[config.mk]
export PLATFORM = sky130hd
export DESIGN_NAME = neuron_param_loader
export DESIGN_NICKNAME = d
export VERILOG_FILES = /design/src/rtl/neuron_param_loader_pkg.sv /design/src/rtl/neuron_param_loader_counter.sv /design/src/rtl/neuron_param_loader.sv
export SDC_FILE = /design/constraint.sdc
export NUM_CORES = 1
export LEC_CHECK = 0
export ABC_AREA = 1
export CAP_MARGIN = 20
export CORE_MARGIN = 2
export CORE_UTILIZATION = 36
export CTS_BUF_LIST = sky130_fd_sc_hd__clkbuf_8
export DETAILED_ROUTE_END_ITERATION = 8
export PLACE_DENSITY = 0.71
export SYNTH_ARGS = -nofsm -noshare
export SYNTH_HDL_FRONTEND = slang
export SYNTH_SLANG_ARGS = --single-unit
[constraint.sdc]
create_clock -name clk -period 1.6 [get_ports clk]
set_input_delay 0.48 -clock clk [delete_from_list [all_inputs] [get_ports clk]]
set_output_delay 0.48 -clock clk [all_outputs]
set_load 0.02 [all_outputs]
[src/rtl/neuron_param_loader_pkg.sv]
// Shared types, default widths and helpers for the neuron parameter loader.
`ifndef dataWidth
`define dataWidth 16
`endif

package neuron_param_loader_pkg;

    localparam int unsigned DATA_WIDTH_DEF = `dataWidth;
    localparam int unsigned CFG_WIDTH_DEF  = 2 * DATA_WIDTH_DEF + 1;

    typedef enum logic [1:0] {
        ST_IDLE   = 2'd0,
        ST_BIAS   = 2'd1,
        ST_WEIGHT = 2'd2
    } load_state_e;

    // One bias word followed by all weights, for every neuron of the layer.
    function automatic int unsigned words_per_layer(input int unsigned num_neurons,
                                                    input int unsigned num_weight);
        return num_neurons * (num_weight + 1);
    endfunction

endpackage

[src/rtl/neuron_param_loader_counter.sv]
// Nested weight/neuron counter: w_cnt wraps per neuron and carries into n_cnt.
module param_load_counter #(
    parameter int unsigned NUM_WEIGHT  = 128,
    parameter int unsigned NUM_NEURONS = 30,
    parameter int unsigned WCW         = (NUM_WEIGHT > 1) ? $clog2(NUM_WEIGHT) : 1,
    parameter int unsigned NCW         = (NUM_NEURONS > 1) ? $clog2(NUM_NEURONS) : 1
) (
    input  logic           clk,
    input  logic           rst,
    input  logic           clr,
    input  logic           en,
    output logic [WCW-1:0] w_cnt,
    output logic [NCW-1:0] n_cnt,
    output logic           last_weight_c,
    output logic           last_neuron_c
);

    logic [WCW-1:0] w_cnt_q, w_cnt_d;
    logic [NCW-1:0] n_cnt_q, n_cnt_d;

    assign last_weight_c = (w_cnt_q == WCW'(NUM_WEIGHT - 1));
    assign last_neuron_c = (n_cnt_q == NCW'(NUM_NEURONS - 1));
    assign w_cnt         = w_cnt_q;
    assign n_cnt         = n_cnt_q;

    always_comb begin
        w_cnt_d = w_cnt_q;
        n_cnt_d = n_cnt_q;
        if (clr) begin
            w_cnt_d = '0;
            n_cnt_d = '0;
        end else if (en) begin
            if (last_weight_c) begin
                w_cnt_d = '0;
                n_cnt_d = last_neuron_c ? '0 : n_cnt_q + NCW'(1);
            end else begin
                w_cnt_d = w_cnt_q + WCW'(1);
            end
        end
    end

    always_ff @(posedge clk) begin
        if (rst) begin
            w_cnt_q <= '0;
            n_cnt_q <= '0;
        end else begin
            w_cnt_q <= w_cnt_d;
            n_cnt_q <= n_cnt_d;
        end
    end

endmodule

[src/rtl/neuron_param_loader.sv]
// Streams one layer's bias/weight words from a host stream into the neuron load ports.
module neuron_param_loader
    import neuron_param_loader_pkg::*;
#(
    parameter int unsigned DATA_WIDTH   = DATA_WIDTH_DEF,
    parameter int unsigned NUM_WEIGHT   = 128,
    parameter int unsigned NUM_NEURONS  = 30,
    parameter int unsigned LAYER_NO     = 1,
    parameter int unsigned FIRST_NEURON = 0,
    parameter int unsigned CFG_WIDTH    = 2 * DATA_WIDTH + 1
) (
    input  logic                   clk,
    input  logic                   rst,
    input  logic                   start,
    input  logic [DATA_WIDTH-1:0]  s_tdata,
    input  logic                   s_tvalid,
    input  logic                   s_tlast,
    output logic                   s_tready,
    output logic [DATA_WIDTH-1:0]  weight_value,
    output logic                   weight_valid,
    output logic [DATA_WIDTH-1:0]  bias_value,
    output logic [NUM_NEURONS-1:0] bias_valid,
    output logic [CFG_WIDTH-1:0]   cfg_layer_num,
    output logic [CFG_WIDTH-1:0]   cfg_neuron_num,
    output logic                   busy,
    output logic                   done,
    output logic                   err
);

    localparam int unsigned WCW = (NUM_WEIGHT > 1) ? $clog2(NUM_WEIGHT) : 1;
    localparam int unsigned NCW = (NUM_NEURONS > 1) ? $clog2(NUM_NEURONS) : 1;

    load_state_e            state_q, state_d;
    logic [DATA_WIDTH-1:0]  weight_value_q, weight_value_d;
    logic                   weight_valid_q, weight_valid_d;
    logic [DATA_WIDTH-1:0]  bias_value_q, bias_value_d;
    logic [NUM_NEURONS-1:0] bias_valid_q, bias_valid_d;
    logic [CFG_WIDTH-1:0]   cfg_neuron_num_q, cfg_neuron_num_d;
    logic                   busy_q, busy_d;
    logic                   done_q, done_d;
    logic                   err_q, err_d;

    logic                   cnt_clr, cnt_en;
    logic [WCW-1:0]         w_cnt;
    logic [NCW-1:0]         n_cnt;
    logic                   last_weight_c, last_neuron_c;
    logic                   beat_c;

    param_load_counter #(
        .NUM_WEIGHT  (NUM_WEIGHT),
        .NUM_NEURONS (NUM_NEURONS),
        .WCW         (WCW),
        .NCW         (NCW)
    ) u_cnt (
        .clk           (clk),
        .rst           (rst),
        .clr           (cnt_clr),
        .en            (cnt_en),
        .w_cnt         (w_cnt),
        .n_cnt         (n_cnt),
        .last_weight_c (last_weight_c),
        .last_neuron_c (last_neuron_c)
    );

    // Neurons take a word every cycle, so readiness depends only on the state.
    assign s_tready = (state_q != ST_IDLE);
    assign beat_c   = s_tvalid & s_tready;

    always_comb begin
        state_d          = state_q;
        weight_value_d   = weight_value_q;
        weight_valid_d   = 1'b0;
        bias_value_d     = bias_value_q;
        bias_valid_d     = '0;
        cfg_neuron_num_d = cfg_neuron_num_q;
        busy_d           = busy_q;
        done_d           = 1'b0;
        err_d            = err_q;
        cnt_clr          = 1'b0;
        cnt_en           = 1'b0;

        unique case (state_q)
            ST_IDLE: begin
                if (start) begin
                    state_d = ST_BIAS;
                    busy_d  = 1'b1;
                    err_d   = 1'b0;
                    cnt_clr = 1'b1;
                end
            end
            ST_BIAS: begin
                if (beat_c) begin
                    bias_value_d = s_tdata;
                    bias_valid_d = NUM_NEURONS'(1) << n_cnt;
                    state_d      = ST_WEIGHT;
                    if (s_tlast) begin
                        err_d   = 1'b1;
                        state_d = ST_IDLE;
                        busy_d  = 1'b0;
                    end
                end
            end
            ST_WEIGHT: begin
                if (beat_c) begin
                    weight_value_d   = s_tdata;
                    weight_valid_d   = 1'b1;
                    cfg_neuron_num_d = CFG_WIDTH'(FIRST_NEURON) + CFG_WIDTH'(n_cnt);
                    cnt_en           = 1'b1;
                    if (last_weight_c && last_neuron_c) begin
                        state_d = ST_IDLE;
                        busy_d  = 1'b0;
                        done_d  = 1'b1;
                        if (!s_tlast) err_d = 1'b1;
                    end else if (s_tlast) begin
                        err_d   = 1'b1;
                        state_d = ST_IDLE;
                        busy_d  = 1'b0;
                    end else if (last_weight_c) begin
                        state_d = ST_BIAS;
                    end
                end
            end
            default: state_d = ST_IDLE;
        endcase
    end

    always_ff @(posedge clk) begin
        if (rst) begin
            state_q          <= ST_IDLE;
            weight_value_q   <= '0;
            weight_valid_q   <= 1'b0;
            bias_value_q     <= '0;
            bias_valid_q     <= '0;
            cfg_neuron_num_q <= '0;
            busy_q           <= 1'b0;
            done_q           <= 1'b0;
            err_q            <= 1'b0;
        end else begin
            state_q          <= state_d;
            weight_value_q   <= weight_value_d;
            weight_valid_q   <= weight_valid_d;
            bias_value_q     <= bias_value_d;
            bias_valid_q     <= bias_valid_d;
            cfg_neuron_num_q <= cfg_neuron_num_d;
            busy_q           <= busy_d;
            done_q           <= done_d;
            err_q            <= err_d;
        end
    end

    assign weight_value   = weight_value_q;
    assign weight_valid   = weight_valid_q;
    assign bias_value     = bias_value_q;
    assign bias_valid     = bias_valid_q;
    assign cfg_layer_num  = CFG_WIDTH'(LAYER_NO);
    assign cfg_neuron_num = cfg_neuron_num_q;
    assign busy           = busy_q;
    assign done           = done_q;
    assign err            = err_q;

endmodule

==> impl_metrics.py <==
metrics = {
    "floorplan": {
        "initial_utilization_pct": 36.71,
        "die-area_sq_um": 11220,
        "die_x_um": 105.9,
        "die_height_um": 105.9,
        "ios": 154,
        "rows": 37,
        "fp.coreArea_sq_um": 10180,
    },
    "layout": {
        "nNetsFinal": 604,
        "post-route-util_pct": 50.34,
        "multi_input_area_sq_um": 1779,
        "antenna_cells": 0,
        "stdcell_area_sq_um": 5127,
        "fillers": 1006,
        "seq_area_sq_um": 1704,
        "drive_gt1_share_pct": 23.05,
        "area_growth_pct": 37.15,
    },
    "sta": {
        "hold_viol_final": 0,
        "finalClockSkew_ns": 0.006042,
        "finalSetupViolations": 0,
        "fin_crit_sh_pct": 96.65,
        "slew_violations": 0,
        "holdWs_ns": 0.4710,
        "max_freq_ghz": 0.6467,
        "rsz0062_at_grt": "yes",
        "layout_min_cycle_time_ns": 1.546,
        "fin_tns_setup_ns": 0,
        "finalWorstSetupSlack_ns": 0.05363,
    },
    "detailed_routing": {
        "drt-initial-drc-count": 121,
        "drt_wl_total_um": 8850,
        "drtPass1Iterations": 4,
        "drcViolationCount": 0,
        "dr_wl_met2_um": 4428,
        "antenna_left": 0,
        "m1WireLength_um": 3741,
        "vias": 3113,
        "top_layer": "met4",
        "wl_per_cell_um": 12.41,
        "met3_length_um": 529,
        "drt-vias-per-instance": 4.366,
    },
    "place": {
        "io_buffer_count": 92,
        "place_area_sq_um": 4726,
        "dp_hpwl_um": 6483,
        "gp_congestion": 0.8371,
        "place_worst_setup_slack_ns": -0.3486,
    },
    "power_and_ir_drop": {
        "pwr-share-clk_pct": 34.0,
        "p_leak_nw": 2.413,
        "irDropWorstVdd_v": 0.0008929,
        "power_per_cell_area_nw_per_um2": 1076,
        "sequentialPowerShare_pct": 40.9,
        "p_int_w": 0.003849,
        "swShare_pct": 30.23,
        "combPwrFrac_pct": 25.0,
        "power_switching_w": 0.001668,
    },
    "worst_setup_path": {
        "arrival_ns": 1.07,
        "end_kind": "primary output",
        "path_class": "reg -> out",
        "cp_max_fo": 2,
        "cp_data_required_time_ns": 1.12,
        "cp-start-kind": "flop",
    },
    "global_routing": {
        "grtUsageTotal_pct": 15.52,
        "grt_start_max_net_pins": 22,
        "overflow": 0,
        "grt_pass1_wl_um": 13820,
        "grt_antenna_before_repair": 0,
        "grt_pass1_vias": 2960,
    },
    "synth": {
        "yosysWarnings": 0,
        "ys_types": 34,
        "synth_top_family_by_area": "simple AND/OR/NAND/NOR gates",
        "synth_xor_area_share_pct": 0,
        "synth-seq-cells": 85,
        "synth_edf_count": 0,
        "async_flop_share_pct": 0,
        "syn_area_per_cell_sq_um": 8.217,
        "yosysTopAreaCellShare_pct": 45.52,
        "synth_top_cells_by_count": "85 x dfxtp_1, 69 x nor2_1, 65 x nand2_1",
        "syn_area_sq_um": 3739,
        "postSynthCellCount": 455,
        "ys_seq_area_share_pct": 45.52,
        "synthMuxAreaShare_pct": 0,
        "synth-compound-area-share_pct": 9.605,
        "yosysMostFrequentCell": "dfxtp_1",
        "synth_top_area_cell": "dfxtp_1",
        "synth-simple-area-share_pct": 23.23,
        "synth_adder_area_share_pct": 3.681,
        "dominantRegCellSynth": "dfxtp_1",
        "synth.top_cells.by_area": "dfxtp_1 46%, buf_4 12%, nor2_1 6.9%, nand2_1 6.5%, ha_1 3.7%",
    },
    "flow_run": {
        "maxCapViolations": 0,
    },
    "cts": {
        "path_clk_slew_ns": 0.09,
        "root_buffer": "clkbuf_8",
        "cts_buffers": 9,
        "clk_path_buf_depth": 2,
        "cts_tree": "built",
        "cts_num_sinks": 85,
        "cts_max_level": 3,
        "clk_latency_ns": 0.35,
    },
    "run_status": {
        "status": "completed",
    },
    "hold_path": {
        "worstHoldPathType": "reg -> reg",
    },
}
-- cell type report --
cell class	instances	share of cell area, %
multi-input cells	322	34.70
flip-flops and latches	85	33.24
repair buffers	121	21.18
well taps	136	3.319
clock buffers	10	2.684
inverters	33	2.611
clock inverters	6	2.269
-- state kept, by name, summed over array words and instances, names as in the netlist --
| signal | cells |
|---|---|
| state_q | 2 |
| bias_value | 16 |
| bias_valid | 30 |
| weight_valid | 1 |
| u_cnt.w_cnt | 7 |
| done | 1 |
| busy | 1 |
| err | 1 |
| cfg_neuron_num | 5 |
| u_cnt.n_cnt | 5 |
| weight_value | 16 |
-- repair_timing --
| action | 4_1_cts | 5_1_grt |
|---|---|---|
| hold buffers | 0 | 0 |
| pin swaps | 2 | 11 |
| gates resized for setup | 88 | 56 |
| buffers inserted | 2 | 1 |
| setup endpoints to repair | 101 | 56 |
-- worst max-delay path, stage by stage (launching register included) --
cell	delay, ns
dfxtp_2	0.34
inv_2	0.05
ha_4	0.16
inv_2	0.06
buf_6	0.11
-- final timing paths --
path              startpoint         endpoint  slack [ns]  depth (start not counted)
max               state_q[1]         s_tready        0.05                          4
min          weight_value[6]  weight_value[6]        0.47                          2
max reg2reg       state_q[1]   bias_valid[12]        0.06                         10
min reg2reg  weight_value[6]  weight_value[6]        0.47                          2
-- metal layers --
layer	vias to the layer above	GRT usage, %
met4	0	5.733
li1	1544	-
met3	15	5.395
met1	1425	17.97
met2	129	26.50
met5	-	0
-- metrics by stage --
stage | cells | power [W]
2_1_floorplan | 514 | 0.003174
3_3_place_gp | 695 | 0.003543
3_5_place_dp | 695 | 0.003571
4_1_cts | 712 | 0.005415
5_1_grt | 713 | 0.005801
6_report | 713 | 0.005517
-- placed cells by master (no fill, tap or decap), types with 5 or more instances in the layout --
cell	instances
dlygate4sd2_1	66
nand3_1	13
nor2_1	59
nor2_4	6
a21oi_1	19
buf_4	26
inv_2	7
nor2_2	10
nor3_2	9
clkbuf_8	10
dfxtp_1	83
nand2_4	5
o21ai_0	22
nand2_2	17
clkdlybuf4s50_1	20
ha_1	6
inv_1	23
a21oi_2	14
nand2_1	57
conb_1	61
clkdlybuf4s15_1	5
-- logic make-up (layout without fill, tap and decap cells) --
kind of cell | count (synthesis) | after routing
DFF | 85 | 85
adders and majority gates | 11 | 11
other | 2 | 61
and+or+nand+nor | 188 | 188
buffers and inverters | 107 | 170
AOI/OAI and AO/OA | 62 | 62
-- power groups by stage --
stage                     Clock [W]  Combinational (W)  Sequential, W
after floorplan                   0           0.000775        0.00240
after global placement            0            0.00124        0.00230
after detailed placement          0            0.00126        0.00231
after CTS                   0.00193            0.00123        0.00225
after global routing        0.00201            0.00152        0.00227
final                       0.00188            0.00138        0.00226
Power figures use the tool's default switching activity.
